File: src/rtl/aes_round_scheduler_if.sv
// rtl/aes_round_scheduler_if.sv - request, round-datapath and result channels of the AES round scheduler
//
// Signals:
//   req0_*/req1_*  : two requesters (valid/ready/mode/data), mode 0=encrypt 1=decrypt
//   round_key_idx  : index into the expanded key schedule; round_key returns that key
//   rd_state/rd_mode/rd_last -> external round logic, rd_result <- its output
//   out_valid/out_ready/out_data/out_id/out_mode : result channel
//   busy           : scheduler is working on a block
// Modports: master = host/datapath side, slave = the scheduler.
interface aes_round_scheduler_if #(
    parameter int KIW = 4
);
    logic           req0_valid;
    logic           req0_ready;
    logic           req0_mode;
    logic [127:0]   req0_data;
    logic           req1_valid;
    logic           req1_ready;
    logic           req1_mode;
    logic [127:0]   req1_data;
    logic [KIW-1:0] round_key_idx;
    logic [127:0]   round_key;
    logic [127:0]   rd_state;
    logic           rd_mode;
    logic           rd_last;
    logic [127:0]   rd_result;
    logic           out_valid;
    logic           out_ready;
    logic [127:0]   out_data;
    logic           out_id;
    logic           out_mode;
    logic           busy;

    modport master (
        output req0_valid, req0_mode, req0_data,
        output req1_valid, req1_mode, req1_data,
        input  req0_ready, req1_ready,
        input  round_key_idx, rd_state, rd_mode, rd_last,
        output round_key, rd_result,
        input  out_valid, out_data, out_id, out_mode, busy,
        output out_ready
    );

    modport slave (
        input  req0_valid, req0_mode, req0_data,
        input  req1_valid, req1_mode, req1_data,
        output req0_ready, req1_ready,
        output round_key_idx, rd_state, rd_mode, rd_last,
        input  round_key, rd_result,
        output out_valid, out_data, out_id, out_mode, busy,
        input  out_ready
    );
endinterface

File: src/rtl/aes_round_scheduler.sv
// rtl/aes_round_scheduler.sv - round-robin shared AES round controller (initial AddRoundKey + NR rounds)
//
// Ports:
//   clk   : rising-edge clock
//   reset : asynchronous active-high reset
//   bus   : aes_round_scheduler_if.slave (requesters, round datapath, result channel)
// Parameters:
//   NR  : number of AES rounds (1..14)
//   KIW : round-key index width, 2**KIW > NR
module aes_round_scheduler #(
    parameter int NR  = 10,
    parameter int KIW = 4
) (
    input  logic                 clk,
    input  logic                 reset,
    aes_round_scheduler_if.slave bus
);
    typedef enum logic [1:0] {IDLE, LOAD, ROUND, DONE} fsm_t;

    localparam logic [KIW-1:0] NR_K = KIW'(NR);

    fsm_t           fsm;
    fsm_t           fsm_nxt;
    logic [127:0]   st;
    logic [KIW-1:0] rnd;
    logic           mode;
    logic           id;
    logic           prio;     // requester served last
    logic           grant0;
    logic           grant1;
    logic           last_rnd;

    // On a tie the requester that was not served last wins.
    assign grant0   = (fsm == IDLE) && bus.req0_valid && (!bus.req1_valid || prio);
    assign grant1   = (fsm == IDLE) && bus.req1_valid && (!bus.req0_valid || !prio);
    assign last_rnd = (rnd == NR_K);

    always_ff @(posedge clk or posedge reset) begin
        if (reset) begin
            fsm <= IDLE;
        end else begin
            fsm <= fsm_nxt;
        end
    end

    always_comb begin
        fsm_nxt = fsm;
        case (fsm)
            IDLE:    if (grant0 || grant1) fsm_nxt = LOAD;
            LOAD:    fsm_nxt = ROUND;
            ROUND:   if (last_rnd) fsm_nxt = DONE;
            DONE:    if (bus.out_ready) fsm_nxt = IDLE;
            default: fsm_nxt = IDLE;
        endcase
    end

    always_comb begin
        bus.req0_ready    = grant0;
        bus.req1_ready    = grant1;
        bus.busy          = (fsm != IDLE);
        bus.out_valid     = (fsm == DONE);
        bus.out_data      = st;
        bus.out_id        = id;
        bus.out_mode      = mode;
        bus.rd_state      = st;
        bus.rd_mode       = mode;
        bus.rd_last       = 1'b0;
        bus.round_key_idx = '0;
        case (fsm)
            LOAD: begin
                // Decryption starts from the last round key and walks down.
                bus.round_key_idx = mode ? NR_K : '0;
            end
            ROUND: begin
                bus.round_key_idx = mode ? (NR_K - rnd) : rnd;
                bus.rd_last       = last_rnd;
            end
            default: ;
        endcase
    end

    always_ff @(posedge clk or posedge reset) begin
        if (reset) begin
            st   <= '0;
            rnd  <= '0;
            mode <= 1'b0;
            id   <= 1'b0;
            prio <= 1'b1;
        end else begin
            case (fsm)
                IDLE: begin
                    if (grant0) begin
                        st   <= bus.req0_data;
                        mode <= bus.req0_mode;
                        id   <= 1'b0;
                        prio <= 1'b0;
                    end else if (grant1) begin
                        st   <= bus.req1_data;
                        mode <= bus.req1_mode;
                        id   <= 1'b1;
                        prio <= 1'b1;
                    end
                end
                LOAD: begin
                    st  <= st ^ bus.round_key;
                    rnd <= KIW'(1);
                end
                ROUND: begin
                    st <= bus.rd_result;
                    if (!last_rnd) begin
                        rnd <= rnd + KIW'(1);
                    end
                end
                default: ;
            endcase
        end
    end
endmodule

File: src/flat_wrapper.sv
// flat-port wrapper written by rule: the top's interface ports become plain ports
module aes_round_scheduler_flat 
#(
    parameter int NR  = 10,
    parameter int KIW = 4
)
  (clk, reset, bus_req0_valid, bus_req0_mode, bus_req0_data, bus_req1_valid, bus_req1_mode, bus_req1_data, bus_req0_ready, bus_req1_ready, bus_round_key_idx, bus_rd_state, bus_rd_mode, bus_rd_last, bus_round_key, bus_rd_result, bus_out_valid, bus_out_data, bus_out_id, bus_out_mode, bus_busy, bus_out_ready);
  aes_round_scheduler_if #(.KIW(KIW)) bus_i ();
  input  logic clk;
  input  logic reset;
  input wire logic [$bits(bus_i.req0_valid)-1:0] bus_req0_valid;
  input wire logic [$bits(bus_i.req0_mode)-1:0] bus_req0_mode;
  input wire logic [$bits(bus_i.req0_data)-1:0] bus_req0_data;
  input wire logic [$bits(bus_i.req1_valid)-1:0] bus_req1_valid;
  input wire logic [$bits(bus_i.req1_mode)-1:0] bus_req1_mode;
  input wire logic [$bits(bus_i.req1_data)-1:0] bus_req1_data;
  output wire logic [$bits(bus_i.req0_ready)-1:0] bus_req0_ready;
  output wire logic [$bits(bus_i.req1_ready)-1:0] bus_req1_ready;
  output wire logic [$bits(bus_i.round_key_idx)-1:0] bus_round_key_idx;
  output wire logic [$bits(bus_i.rd_state)-1:0] bus_rd_state;
  output wire logic [$bits(bus_i.rd_mode)-1:0] bus_rd_mode;
  output wire logic [$bits(bus_i.rd_last)-1:0] bus_rd_last;
  input wire logic [$bits(bus_i.round_key)-1:0] bus_round_key;
  input wire logic [$bits(bus_i.rd_result)-1:0] bus_rd_result;
  output wire logic [$bits(bus_i.out_valid)-1:0] bus_out_valid;
  output wire logic [$bits(bus_i.out_data)-1:0] bus_out_data;
  output wire logic [$bits(bus_i.out_id)-1:0] bus_out_id;
  output wire logic [$bits(bus_i.out_mode)-1:0] bus_out_mode;
  output wire logic [$bits(bus_i.busy)-1:0] bus_busy;
  input wire logic [$bits(bus_i.out_ready)-1:0] bus_out_ready;
  assign bus_i.req0_valid = bus_req0_valid;
  assign bus_i.req0_mode = bus_req0_mode;
  assign bus_i.req0_data = bus_req0_data;
  assign bus_i.req1_valid = bus_req1_valid;
  assign bus_i.req1_mode = bus_req1_mode;
  assign bus_i.req1_data = bus_req1_data;
  assign bus_req0_ready = bus_i.req0_ready;
  assign bus_req1_ready = bus_i.req1_ready;
  assign bus_round_key_idx = bus_i.round_key_idx;
  assign bus_rd_state = bus_i.rd_state;
  assign bus_rd_mode = bus_i.rd_mode;
  assign bus_rd_last = bus_i.rd_last;
  assign bus_i.round_key = bus_round_key;
  assign bus_i.rd_result = bus_rd_result;
  assign bus_out_valid = bus_i.out_valid;
  assign bus_out_data = bus_i.out_data;
  assign bus_out_id = bus_i.out_id;
  assign bus_out_mode = bus_i.out_mode;
  assign bus_busy = bus_i.busy;
  assign bus_i.out_ready = bus_out_ready;
  aes_round_scheduler #(.NR(NR), .KIW(KIW)) u_core (.clk(clk), .reset(reset), .bus(bus_i));
endmodule
File: config.mk
export PLATFORM = sky130hd
export DESIGN_NAME = aes_round_scheduler_flat
export DESIGN_NICKNAME = d
export VERILOG_FILES = /design/src/rtl/aes_round_scheduler_if.sv /design/src/rtl/aes_round_scheduler.sv /design/src/flat_wrapper.sv
export SDC_FILE = /design/constraint.sdc
export NUM_CORES = 1
export LEC_CHECK = 0
export BUFFER_PORTS_ARGS = -buffer_cell sky130_fd_sc_hd__buf_2
export CAP_MARGIN = 30
export CORE_AREA = 2 2 306 308
export CTS_CLUSTER_SIZE = 25
export DETAILED_ROUTE_END_ITERATION = 12
export DIE_AREA = 0 0 308 310
export SLEW_MARGIN = 20
export SYNTH_ARGS = -nofsm -noshare
export SYNTH_HDL_FRONTEND = slang
export SYNTH_SLANG_ARGS = --single-unit
File: constraint.sdc
create_clock -name clk -period 5.57 [get_ports clk]
set_clock_uncertainty 0.1 [all_clocks]
set_input_delay 1.114 -clock clk [delete_from_list [all_inputs] [get_ports clk]]
set_output_delay 1.114 -clock clk [all_outputs]
set_load 0.01 [all_outputs]
Word level (Yosys, flattened, before mapping):

Cells that the tools add are included.

* register bits after elaboration: 137
* output and inout port bits: 268
* logic and storage cells: 54
* input port bits: 519

* reductions and logical operators: 19
* bitwise operators: 1
* multiplexer cells: 17
* $add $sub $neg: 2
* equal/unequal tests: 9

Operators with widths (count)
* 128-bit case mux with 3 select lines: 1
* 128-bit 2-to-1 mux: 2
* 128-bit bitwise XOR: 1
* 4-bit case mux with 2 select lines: 2
* 4-bit 2-to-1 mux: 3
* 2-bit case mux with 4 select lines: 1
* 2-bit 2-to-1 mux: 3
* 2-bit AND reduction: 3
* 2-bit nonzero test: 3
* 1-bit 2-to-1 mux: 5
* 4-bit by 1-bit adder with 4-bit output, second input constant: 1
* 2-bit == test, second input constant: 2
* 4-bit == test, second input constant: 1
* 1-bit logical AND: 4
* 2-bit by 1-bit inequality test with 1-bit output, second input constant: 2
* 2-bit inequality test, second input constant: 2
* 4-bit subtractor, first input constant: 1
* 1-bit zero test: 3
* 1-bit logical OR: 3
* 3-bit by 1-bit inequality test with 1-bit output, second input constant: 1
* 3-bit AND reduction: 1
* 3-bit nonzero test: 1
* 2-bit by 1-bit == test with 1-bit output, second input constant: 1
* 2-bit zero test: 1

Longest topological paths before layout:

* depth in word-level cells: 6
* depth in mapped cells: 8
* mapped depth without buffers: 6

Least setup slack after synthesis:

No wires, ideal clock.

* kind: reg2out
* start: register u_core.fsm[0]
* end: output port bus_round_key_idx[3]
* cell stages (with the launch flop): 8
* path buffers: 3
* data required time: 4356 ps
* arrival time: 1559 ps
* path slack: 2797 ps
* path through: dfrtp_1 > inv_1 > ha_1 > clkbuf_1 > buf_2 > clkbuf_1 > o21ai_0 > a21oi_1

* word-level cells in the longest chain between the ends: 2
* elaborated cells between the ends (all ways): 3
* those cells by class: eq/ne: 2; mux: 1

RTL lines
* from (decl): RTL line aes_round_scheduler.sv:22 `fsm_t fsm;`
* from (signal assigned): RTL line aes_round_scheduler.sv:42 `fsm <= fsm_nxt;`
* 2-bit == test / 2-bit by 1-bit == test with 1-bit output (equally long branches): RTL line aes_round_scheduler.sv:69 `case (fsm)`
* 4-bit case mux with 2 select lines (*): RTL line aes_round_scheduler.sv:69
* to (decl): RTL line flat_wrapper.sv:19 `output wire logic [$bits(bus_i.round_key_idx)-1:0] bus_round_key_idx;`

Mark *: on every way between the ends. The rest lies on a longest branch, timed or not.

Worst setup path in the final report:

* start: input port bus_req1_valid
* end: output port bus_req0_ready

* word-level cells in the longest chain between the ends: 3

RTL lines
* from (decl): RTL line flat_wrapper.sv:14 `input wire logic [$bits(bus_i.req1_valid)-1:0] bus_req1_valid;`
* 1-bit zero test: RTL line aes_round_scheduler.sv:34 `assign grant0 = (fsm == IDLE) && bus.req0_valid && (!bus.req1_valid || prio);`
* 1-bit logical OR: RTL line aes_round_scheduler.sv:34
* 1-bit logical AND: RTL line aes_round_scheduler.sv:34
* to (decl): RTL line flat_wrapper.sv:17 `output wire logic [$bits(bus_i.req0_ready)-1:0] bus_req0_ready;`

Every way passes these cells.

==> results.txt <==
After detailed routing, the number of remaining DRC violations is 0. The standby leakage power is 7.54 nW. The area growth from synthesis to final layout is 42.4%, and the first-pass GRT wire length is 80500 um. The worst setup path is captured at an output port. After legalization and detailed placement, the total HPWL measured 45600 um. The die covers 95500 um^2. The cell sitting at the root of the clock tree is a sky130_fd_sc_hd__clkbuf_16.

The library cells used most frequently in the layout, excluding fill and tap cells, are 786 x sky130_fd_sc_hd__buf_2, 256 x sky130_fd_sc_hd__nor3_1, 143 x sky130_fd_sc_hd__nand2_1, 136 x sky130_fd_sc_hd__dfrtp_1. Of all nets on the critical path, the largest fanout is 85. The longest clock path from root to sink contains 2 buffers. The net count of the finished layout is 2330. In this run the core area contains 112 standard-cell rows. The largest total area in the synthesized netlist belongs to sky130_fd_sc_hd__dfrtp_1. For the clock insertion delay at the later pin of the skew report, the log shows 480 ps. The total count of hold-check failures in the final report is 0. The worst hold path passes through 2 cells. Layout cell share with drive strength beyond 1: 0.534. CTS built an H-tree with a depth of 4. The number of setup violations in the final report is 0, and the power density of the placed cells is 676 nW/um^2. The floorplan step set the die height to 310 um.

Setup repair after global routing left no endpoint under its margin. After synthesis the netlist holds a flip-flop and latch count of 137. In this run, post-CTS hold repair placed 0 buffers. The core outline area was 92500 um^2. Worst hold path class: reg2reg. Post-synth net total: 1756.

Summing over every cut layer, the via total after detailed routing is 12600. Post-CTS repair changed the size of 0 cells. The pre-antenna-repair detailed-routing pass consisted of 5 iterations. The share of the cycle needed by the critical path after routing is 0.666, and the net switching power of the design is 0.00576 W. The run gives 0 as the final number of max-transition violations. The run finished with clean final reports.

The relative slew slack was 0.454. The run gives 0.681 as the relative contribution of combinational cells to total power. For this run, the leading register cell type out of synthesis is sky130_fd_sc_hd__dfrtp_1.

The number of clock buffers added by TritonCTS is 17. The switching share of total power is 0.525. Counting distinct cell types in the post-synthesis netlist gives 38. The reg-to-reg endpoint was u_core.bus.out_data[69]. The share of synthesized registers carrying an async set or reset works out to 1.00. The worst-case IR drop observed on VDD is 0.409 mV. The worst register-to-register path has a depth of 8. By area the synthesized netlist is led by sky130_fd_sc_hd__dfrtp_1 30%, sky130_fd_sc_hd__o41ai_2 17%, sky130_fd_sc_hd__nor3_1 11%, sky130_fd_sc_hd__a221oi_1 9.8%, sky130_fd_sc_hd__xor2_1 9.8%. TritonCTS built the clock tree.

The worst register-to-register path begins at u_core.fsm[0]. The global-route congestion overflow total is 0. The number of nets with antenna violations after detailed routing was 0; the routed wirelength normalized by instance count was 19.6 um. The area of the mapped netlist was 11400 um^2; the critical path data required time was 4360 ps.

The clock slew at the register clock pins of the worst setup and hold paths was 60 ps; the area fraction of the dominant cell type after synthesis was 0.299. The width of the chip is 308 um. The most common library cell in the layout ignoring fill and taps was sky130_fd_sc_hd__buf_2. The number of setup buffers added after CTS is 0. The final critical delay including setup and external delays is 3710 ps, and the total of warnings raised by yosys is 0. Based on the critical path, the design can be clocked at up to 270 MHz. The end-of-flow core utilization was 0.175; the pin count of the biggest net entering global routing was 123. The detailed-route wire length is 59300 um, and the violation count after the first detailed-route iteration is 726. For the signal arrival time at the worst endpoint, the log shows 2490 ps. Before CTS, the worst setup slack after placement is 1840 ps.

The start-to-end type of the worst setup path is in2out. The run gives 0.116 as the global-route total usage across every layer. The number of global-route vias before repair is 12000, and the number of enable flip-flop cells after synthesis is 0. CTS saw 137 sinks.

The beginning of the critical path is bus_req1_valid. In this run the most critical hold path is launched from u_core.bus.out_id. The portion of total power attributed to sequential cells is 0.212.

For the sequential fraction of the synthesis area, the log shows 0.301. Total of max-cap violations: 0. The type of element launching the critical path is an input port. The setup check on the worst reg-to-reg path leaves a slack of 2380 ps. The share of total power in the clock network was 0.107. The per-cell via count in the routed design is 4.18. After layout, the design draws a total of 0.0110 W. For the count of boundary I/O pins, the log shows 787. The tools report the capturing element of the worst setup path as bus_req0_ready. After routing, the total negative slack on setup checks comes to 0 ps. The internal power of the cells totals 0.00521 W. The average size of a mapped cell is 9.26 um^2. Input and output buffers added on the ports amount to 786. At the end of routability-driven placement, the weighted congestion stood at 0.842. The transition at the pin with the smallest max-transition slack was 820 ps; the instance count of the mapped netlist was 1230.

The run gives 0.123 as the effective utilization at floorplan. The run gives 26 as the initial antenna violation count. The setup slack of the critical path after layout was 1860 ps.
## routing by layer
metal	routed length (um)	global-route usage	vias up
li1	-	-	5673
met1	23300	0.133	6147
met2	27700	0.186	663
met3	5100	0.0383	130
met4	3040	0.0739	20
met5	120	0	-
## power groups by stage
stage / sequential (W) / clock, W / combinational (W)
final: 0.00232 / 0.00118 / 0.00747
after global routing: 0.00240 / 0.00127 / 0.00812
after CTS: 0.00232 / 0.00124 / 0.00751
after detailed placement: 0.00232 / 0 / 0.00751
after global placement: 0.00231 / 0 / 0.00740
after floorplan: 0.00232 / 0 / 0.00541
## flip-flops by register name (all words and copies together), names as in the netlist
| signal | count |
|---|---|
| u_core.bus.out_mode | 1 |
| u_core.prio | 1 |
| u_core.rnd | 4 |
| u_core.fsm | 2 |
| u_core.bus.out_id | 1 |
| u_core.bus.out_data | 128 |
## cell families (layout without fill, tap and decap cells)
group,count (synthesis),after routing,share of synthesized area
muxes,3,3,0.00275
xor gates and xnor gates,129,129,0.0992
other,0,7,0
and+or+nand+nor,412,412,0.167
buffers and inverters,270,857,0.139
adders and majority gates,7,7,0.00769
AOI/OAI and AO/OA,272,272,0.284
DFF,137,137,0.301
## cells in the mapped netlist, types with 2 or more instances
| library cell | instances |
|---|---|
| sky130_fd_sc_hd__nor3_1 | 256 |
| sky130_fd_sc_hd__inv_2 | 2 |
| sky130_fd_sc_hd__dfrtp_1 | 136 |
| sky130_fd_sc_hd__buf_1 | 4 |
| sky130_fd_sc_hd__o21ai_0 | 6 |
| sky130_fd_sc_hd__buf_4 | 136 |
| sky130_fd_sc_hd__nor2_1 | 3 |
| sky130_fd_sc_hd__nand3_1 | 2 |
| sky130_fd_sc_hd__xor2_1 | 128 |
| sky130_fd_sc_hd__a21oi_1 | 3 |
| sky130_fd_sc_hd__mux2i_1 | 2 |
| sky130_fd_sc_hd__ha_1 | 7 |
| sky130_fd_sc_hd__inv_1 | 9 |
| sky130_fd_sc_hd__o41ai_2 | 118 |
| sky130_fd_sc_hd__clkbuf_1 | 74 |
| sky130_fd_sc_hd__and2_1 | 2 |
| sky130_fd_sc_hd__buf_2 | 43 |
| sky130_fd_sc_hd__a221oi_1 | 128 |
| sky130_fd_sc_hd__nand2_1 | 143 |
| sky130_fd_sc_hd__o41ai_1 | 10 |
## metrics by stage
step,hold slack [ps],cells,instance area (um^2)
6_report,384,3021,16200
5_1_grt,423,3020,16200
4_1_cts,387,3013,16200
3_5_place_dp,371,2981,15600
3_3_place_gp,357,2981,15600
2_1_floorplan,352,1230,11400
## worst max-delay path, cell delays in order
cell                       delay [ps]
sky130_fd_sc_hd__buf_2            110
sky130_fd_sc_hd__inv_2             50
sky130_fd_sc_hd__o211ai_4         190
sky130_fd_sc_hd__buf_12           310
sky130_fd_sc_hd__inv_6            310
sky130_fd_sc_hd__buf_2            240
## worst min path at each step
stage               slack (ps)           endpoint
finish                     380  u_core.bus.out_id
global route               420        u_core.prio
CTS                        390  u_core.bus.out_id
detailed placement         370  u_core.bus.out_id
global placement           360  u_core.bus.out_id
floorplan                  350        u_core.prio
## cell type report
type | instances | area (um^2)
multi-input combinational | 823 | 6430
clock inverter | 10 | 103
clock buffer | 22 | 454
fill | 10400 | 76300
sequential | 137 | 3430
inverter | 12 | 60.1
antenna | 7 | 17.5
timing repair buffer | 813 | 4220
tap | 1197 | 1500
(Power assumes the default switching activity.)
